File: config.mk
export PLATFORM = sky130hd
export DESIGN_NAME = mdu_hilo
export DESIGN_NICKNAME = d
export VERILOG_FILES = /design/src/rtl/mdu_hilo.sv
export SDC_FILE = /design/constraint.sdc
export NUM_CORES = 2
export LEC_CHECK = 0
export ABC_AREA = 1
export CORE_MARGIN = 1.5
export CORE_UTILIZATION = 37
export CTS_BUF_LIST = sky130_fd_sc_hd__clkbuf_16
export DETAILED_ROUTE_END_ITERATION = 10
export RECOVER_POWER = 25
export SLEW_MARGIN = 0
export SYNTH_ARGS = -nofsm -noshare
export SYNTH_HDL_FRONTEND = slang
export SYNTH_SLANG_ARGS = --single-unit
File: constraint.sdc
create_clock -name clk -period 7.8 [get_ports clk]
set_clock_uncertainty 0.15 [all_clocks]
set_input_delay 1.95 -clock clk [delete_from_list [all_inputs] [get_ports clk]]
set_output_delay 1.95 -clock clk [all_outputs]
set_load 0.1 [all_outputs]
File: src/rtl/mdu_hilo.sv
// Multiply/divide unit beside EXE: owns HI/LO, runs MULT/MULTU in one busy cycle
// and DIV/DIVU as a 32-step restoring divider followed by a sign-fix cycle.
module mdu_hilo #(
    parameter int DATA_W = 32
) (
    input  logic              clk,
    input  logic              rst_n,
    input  logic              md_valid_in,
    input  logic [5:0]        md_op_in,
    input  logic [DATA_W-1:0] md_in0_in,
    input  logic [DATA_W-1:0] md_in1_in,
    input  logic              md_rd_hi_in,
    input  logic              md_clr_in,
    output logic              md_ready_out,
    output logic [DATA_W-1:0] md_rdata_out,
    output logic              md_busy_out
);

    typedef enum logic [1:0] {
        S_IDLE = 2'd0,
        S_MUL  = 2'd1,
        S_DIV  = 2'd2,
        S_FIX  = 2'd3
    } state_t;

    state_t      state_q, state_d;
    logic [31:0] hi_q, hi_d;
    logic [31:0] lo_q, lo_d;
    logic [32:0] ma_q, ma_d;
    logic [32:0] mb_q, mb_d;
    logic [31:0] dvd_q, dvd_d;
    logic [31:0] dvs_q, dvs_d;
    logic [31:0] rem_q, rem_d;
    logic [4:0]  cnt_q, cnt_d;
    logic        q_neg_q, q_neg_d;
    logic        r_neg_q, r_neg_d;
    logic        ready_q, ready_d;

    logic        op_onehot;
    logic        accept;
    logic [65:0] product;
    logic [32:0] rem_sh;
    logic        rem_ge;
    logic [31:0] a_mag;
    logic [31:0] b_mag;

    always_comb begin
        op_onehot = (md_op_in != 6'd0) && ((md_op_in & (md_op_in - 6'd1)) == 6'd0);
        accept    = md_valid_in && (state_q == S_IDLE) && !md_clr_in && op_onehot;

        // Low 66 bits of the unsigned product of sign-extended operands equal the signed product.
        product = {{33{ma_q[32]}}, ma_q} * {{33{mb_q[32]}}, mb_q};

        rem_sh = {rem_q, dvd_q[31]};
        rem_ge = (rem_sh >= {1'b0, dvs_q});

        a_mag = (md_op_in[3] && md_in0_in[31]) ? (32'd0 - md_in0_in) : md_in0_in;
        b_mag = (md_op_in[3] && md_in1_in[31]) ? (32'd0 - md_in1_in) : md_in1_in;

        state_d = state_q;
        hi_d    = hi_q;
        lo_d    = lo_q;
        ma_d    = ma_q;
        mb_d    = mb_q;
        dvd_d   = dvd_q;
        dvs_d   = dvs_q;
        rem_d   = rem_q;
        cnt_d   = cnt_q;
        q_neg_d = q_neg_q;
        r_neg_d = r_neg_q;

        if (md_clr_in) begin
            state_d = S_IDLE;
            cnt_d   = 5'd0;
        end else begin
            case (state_q)
                S_IDLE: begin
                    if (accept) begin
                        if (md_op_in[5] || md_op_in[4]) begin
                            ma_d    = {md_op_in[5] & md_in0_in[31], md_in0_in};
                            mb_d    = {md_op_in[5] & md_in1_in[31], md_in1_in};
                            state_d = S_MUL;
                        end else if (md_op_in[3] || md_op_in[2]) begin
                            // Divide by zero is swallowed without a busy cycle.
                            if (md_in1_in != 32'd0) begin
                                dvd_d   = a_mag;
                                dvs_d   = b_mag;
                                rem_d   = 32'd0;
                                cnt_d   = 5'd0;
                                q_neg_d = md_op_in[3] & (md_in0_in[31] ^ md_in1_in[31]);
                                r_neg_d = md_op_in[3] & md_in0_in[31];
                                state_d = S_DIV;
                            end
                        end else if (md_op_in[1]) begin
                            hi_d = md_in1_in;
                        end else begin
                            lo_d = md_in1_in;
                        end
                    end
                end
                S_MUL: begin
                    hi_d    = product[63:32];
                    lo_d    = product[31:0];
                    state_d = S_IDLE;
                end
                S_DIV: begin
                    rem_d = rem_ge ? (rem_sh[31:0] - dvs_q) : rem_sh[31:0];
                    dvd_d = {dvd_q[30:0], rem_ge};
                    if (cnt_q == 5'd31) begin
                        cnt_d   = 5'd0;
                        state_d = S_FIX;
                    end else begin
                        cnt_d = cnt_q + 5'd1;
                    end
                end
                S_FIX: begin
                    lo_d    = q_neg_q ? (32'd0 - dvd_q) : dvd_q;
                    hi_d    = r_neg_q ? (32'd0 - rem_q) : rem_q;
                    state_d = S_IDLE;
                end
                default: state_d = S_IDLE;
            endcase
        end

        ready_d = (state_d == S_IDLE);
    end

    always_ff @(posedge clk or negedge rst_n) begin
        if (!rst_n) begin
            state_q <= S_IDLE;
            hi_q    <= 32'd0;
            lo_q    <= 32'd0;
            ma_q    <= 33'd0;
            mb_q    <= 33'd0;
            dvd_q   <= 32'd0;
            dvs_q   <= 32'd0;
            rem_q   <= 32'd0;
            cnt_q   <= 5'd0;
            q_neg_q <= 1'b0;
            r_neg_q <= 1'b0;
            ready_q <= 1'b1;
        end else begin
            state_q <= state_d;
            hi_q    <= hi_d;
            lo_q    <= lo_d;
            ma_q    <= ma_d;
            mb_q    <= mb_d;
            dvd_q   <= dvd_d;
            dvs_q   <= dvs_d;
            rem_q   <= rem_d;
            cnt_q   <= cnt_d;
            q_neg_q <= q_neg_d;
            r_neg_q <= r_neg_d;
            ready_q <= ready_d;
        end
    end

    assign md_ready_out = ready_q;
    assign md_busy_out  = ~ready_q;
    assign md_rdata_out = md_rd_hi_in ? hi_q : lo_q;

endmodule

### After elaboration in Yosys (flattened, before gate mapping)

Index checks and enable logic that the tools add are counted.

| operators by class | value |
|---|---|
| add/subtract/negate cells | 7 |
| $mul | 1 |
| div/mod/pow operators | 0 |
| $lt $le $gt $ge | 1 |
| equality and inequality tests | 15 |
| shift-type cells | 0 |
| mux-type cells | 40 |
| bitwise gates (word level) | 9 |
| reduce and logical (&&, ||, !) cells | 24 |

Operators with widths:

| operator | number |
|---|---|
| $mux W32 | 22 |
| $pmux W32 S3 | 2 |
| $pmux W32 S2 | 2 |
| $sub A1 B32 Y32 const A | 4 |
| $mul A33 B33 Y64 | 1 |
| $ge A33 B32 Y1 | 1 |
| $reduce_bool A32 Y1 | 1 |
| $sub A32 B32 Y32 | 1 |
| $mux W5 | 6 |
| $reduce_and A6 Y1 | 4 |
| $mux W2 | 6 |
| $ne A2 B2 Y1 const B | 5 |
| $pmux W5 S2 | 1 |
| $and A6 B6 Y6 | 1 |
| $logic_and A1 B1 Y1 | 6 |
| $logic_not A6 Y1 | 1 |
| $ne A3 B2 Y1 const B | 2 |
| $ne A3 B3 Y1 const B | 2 |
| $pmux W2 S3 | 1 |
| $reduce_bool A3 Y1 | 2 |
| $reduce_bool A6 Y1 | 1 |
| $sub A6 B1 Y6 const B | 1 |
| $add A5 B1 Y5 const B | 1 |
| $eq A5 B5 Y1 const B | 1 |
| 13 further kinds | 22 |

| storage, ports and cells | value |
|---|---|
| register bits after elaboration | 236 |
| bits in latches | 0 |
| memory bits (writable) | 0 |
| ROM bits | 0 |
| output and inout port bits | 34 |
| logic and storage cells | 109 |
| memories kept | 0 |

### Depth between registers and ports, before layout

| logic depth | value |
|---|---|
| word-level depth | 9 |
| mapped depth | 34 |
| depth with buffers taken out | 32 |

### Least setup slack after synthesis

No wires, ideal clock.

| timing path | value |
|---|---|
| kind | flip-flop to flip-flop |
| start | register ma_q[32] |
| end | register hi_q[28] |
| arrival | 7.199 ns |
| required time | 7.566 ns |
| path slack | 0.367 ns |
| cell stages (with the launch flop) | 30 |
| path through | dfrtp_1 clkbuf_1 clkbuf_1 nand2_1 inv_1 fa_1 inv_1 fa_1 inv_1 fa_1 inv_1 fa_1 inv_1 fa_1 inv_1 fa_1 fa_1 fa_1 inv_1 ha_1 nand2_1 nand2_1 or2_2 a21oi_1 nand2_1 a21oi_1 nand2_1 nand2_1 nand3_1 a21boi_0 |

| between the ends | value |
|---|---|
| longest elaborated chain between the ends | 2 |

Ends and longest elaborated chain:

| what | RTL line | text |
|---|---|---|
| from (decl) | 29 | `logic [32:0] ma_q, ma_d;` |
| from (signal assigned) | 146 | `ma_q <= ma_d;` |
| $mul A33 B33 Y64 | 52 | `product = {{33{ma_q[32]}}, ma_q} * {{33{mb_q[32]}}, mb_q};` |
| $pmux W32 S3 | 76 | `case (state_q)` |
| to (signal assigned) | 144 | `hi_q <= hi_d;` |
| to (decl) | 27 | `logic [31:0] hi_q, hi_d;` |

No other way between the ends.
A chain may end at the register's enable or synchronous reset.

### Worst setup path in the final report

| timing path | value |
|---|---|
| start | register mb_q[18] |
| end | register hi_q[22] |

| between the ends | value |
|---|---|
| longest elaborated chain between the ends | 2 |

Ends and longest elaborated chain:

| what | RTL line | text |
|---|---|---|
| from (decl) | 30 | `logic [32:0] mb_q, mb_d;` |
| from (signal assigned) | 147 | `mb_q <= mb_d;` |
| $mul A33 B33 Y64 | 52 |  |
| $pmux W32 S3 | 76 |  |

No other way between the ends.

==> impl_metrics.py <==
metrics = {
    "clock_network": {
        "hold_buffers": 0,
        "cts.sinks": 236,
        "clock_latency_ns": 0.56,
        "cts_tree": "yes",
        "cts-root-buf": "clkbuf_16",
        "clk_pin_slew_ns": 0.06,
        "numCtsBuffers": 34,
        "clock_path_buffers": 3,
        "h-tree-depth": 2,
    },
    "sta": {
        "drv_slew": 169,
        "hold_violations": 0,
        "timing.hold.ws_ns": 0.330,
        "rsz0062_at_grt": "true",
        "max_freq_mhz": 131,
        "worstMarginPinSlew_ns": 3.53,
        "setup_ws_ns": 0.195,
        "fin_crit_ns": 7.61,
        "max_slew_margin_pct": -136,
        "period_share_pct": 97.5,
        "fin_setup_tns_ns": 0,
        "setup_viol": 0,
    },
    "setup_path": {
        "rrSetupSlack_ns": 0.19,
        "path_class": "flip-flop to flip-flop",
        "rr_worst_depth": 27,
        "worstSetupEndpointType": "flip-flop",
        "reg2reg_to": "hi_q[22]",
        "critPathMaxFanout": 23,
        "reg2reg_from": "mb_q[18]",
        "critPathLaunchType": "flip-flop",
        "required_ns": 8.14,
        "worst_ep_arrival_time_ns": 7.95,
    },
    "synth": {
        "synth_flop_cell": "dfrtp_1",
        "syn_area_per_cell_um2": 7.39,
        "syn_inst": 7758,
        "ys_ff_latch": 236,
        "synth_nets": 9209,
        "syn_area_mm2": 0.0573,
        "synth_seq_area_share_pct": 10.3,
        "async_reset_ff_share_pct": 100,
        "synth-edff-count": 0,
        "ys.warnings.count": 0,
        "yosysUniqueCellTypes": 60,
    },
    "routing": {
        "drcViolationCount": 0,
        "dr.pass1.iters": 6,
        "viasPerCell": 5.04,
        "routedWlPerCell_um": 21.0,
        "ant_nets": 0,
        "drt_iter0_drc": 4141,
        "wl_mm": 208,
        "vias": 49902,
    },
    "finish": {
        "nNetsFinal": 9282,
        "drive_gt1_share_pct": 7.27,
        "area_growth_pct": 11.7,
        "final_common_cell": "inv_1",
        "multi_input_area_mm2": 0.0424,
        "utilization_pct": 41.6,
        "final_cell_mix": "inv_1 (2113), nand2_1 (1930), fa_1 (1120)",
        "num-fill-cells": 15906,
        "seqCellArea_mm2": 0.00591,
    },
    "floorplan": {
        "core_area_mm2": 0.154,
        "dieArea_mm2": 0.157,
        "io_pins": 109,
        "fp.dieW_um": 397,
        "rows": 144,
        "start_util_pct": 37.2,
        "dieHeight_um": 397,
    },
    "grt": {
        "overflow": 0,
        "grt_antenna_before_repair": 12,
        "grt_pass1_vias": 51639,
        "grt_pass1_wl_mm": 320,
        "grt_max_degree": 122,
        "grt_usage_pct": 26.8,
    },
    "worst_hold_path": {
        "hold_path_class": "flip-flop to flip-flop",
        "worstHoldEndpoint": "cnt_q[4]",
        "min_from": "cnt_q[4]",
        "hold-path-cell-count": 2,
    },
    "place": {
        "gp_congestion": 0.995,
        "place_ws_ns": -0.428,
        "port_buffers": 108,
        "dp_hpwl_mm": 173,
    },
    "run_status": {
        "violations": "capacitance limit, slew limit",
        "outcome": "complete, but fails checks",
    },
    "flow_run": {
        "maxCapViolCount": 2,
    },
}
-- layer usage --
metal	global-route usage (%)	up-vias	share of wire, %
met2	43.7	1857	47
li1	-	22649	-
met4	10.9	4	4.7
met5	0	-	0.010
met1	36.4	25025	42
met3	2.83	367	6.7
-- flip-flops by register name (all words and copies together), names as in the netlist --
name and flops:
ma_q 33, state_q 2, lo_q 32, md_ready_out 1
mb_q 33, cnt_q 5, q_neg_q 1, r_neg_q 1
dvs_q 32, dvd_q 32, rem_q 32, hi_q 32
-- timing repair --
| action | in CTS | in global routing |
|---|---|---|
| buffers inserted | 0 | 3 |
| endpoints found under the setup margin | 8 | 39 |
| pin swaps | 0 | 4 |
| resized for setup | 22 | 129 |
| gates cloned | 0 | 0 |
-- worst max path at each step --
stage	startpoint	to	slack [ns]
finish	mb_q[18]	hi_q[22]	0.19
global placement	mb_q[8]	lo_q[30]	-0.45
floorplan	ma_q[32]	hi_q[28]	0.37
CTS	mb_q[0]	lo_q[30]	0.005
detailed placement	mb_q[8]	lo_q[30]	-0.43
global route	ma_q[32]	hi_q[31]	-0.04
-- area by class of cell --
class	instances	area share, %
Antenna cell	4	0.0156
Clock buffer	37	1.45
Clock inverter	25	0.387
Inverter	2137	12.5
Multi-Input combinational cell	5023	66.2
Sequential cell	236	9.24
Tap cell	2044	3.99
Timing Repair Buffer	399	6.20
-- synth_stat cells (16+ instances only) --
cell type / instances / area share (%)
inv_1: 2114 / 14
o21bai_1: 16 / 0.21
nor2_1: 423 / 2.8
o21ai_1: 83 / 0.72
nand4_1: 47 / 0.51
or2_2: 24 / 0.26
xor2_1: 42 / 0.64
buf_2: 35 / 0.31
o21ai_0: 282 / 2.5
clkbuf_1: 301 / 2.0
a21boi_0: 16 / 0.21
a21oi_1: 245 / 2.1
xnor2_1: 19 / 0.29
nand2_1: 1935 / 13
nor3_1: 62 / 0.54
dfrtp_1: 235 / 10
ha_1: 250 / 5.5
inv_2: 21 / 0.14
fa_1: 1126 / 39
nand3_1: 278 / 2.4
-- logic make-up after synthesis --
kind of cell	share of synthesized area, %
XOR/XNOR	0.932
flip-flops	10.3
buffers and inverters	16.6
multiplexers	0.192
adder cells (fa/ha/maj)	44.8
AO/OA/AOI/OAI	6.81
AND/OR/NAND/NOR	20.4
-- critical path, stage by stage, from the launching register on --
cell and delay, ns:
dfrtp_1 0.45, buf_12 0.19, buf_4 0.22, nand2_1 0.07, inv_1 0.06, fa_1 0.44
fa_1 0.52, inv_1 0.06, fa_1 0.48, inv_1 0.06, fa_1 0.50, inv_1 0.05
fa_1 0.53, inv_1 0.06, fa_1 0.48, fa_1 0.51, inv_1 0.05, fa_1 0.52
inv_1 0.06, ha_1 0.34, nand2_1 0.17, o21ai_1 0.32, a21oi_1 0.15, o21ai_0 0.52
a21oi_1 0.17, nand3_1 0.10, nand3_1 0.11, a21oi_1 0.16
-- through the flow --
step	cells	area, um^2
after detailed placement	9836	62300
after floorplan	7758	57300
final	9905	64000
after CTS	9898	63600
after global placement	9836	62300
after global routing	9901	64000
Power is not shown: default switching activity piles up to over one toggle a cycle in this logic, so the estimate is an artifact.
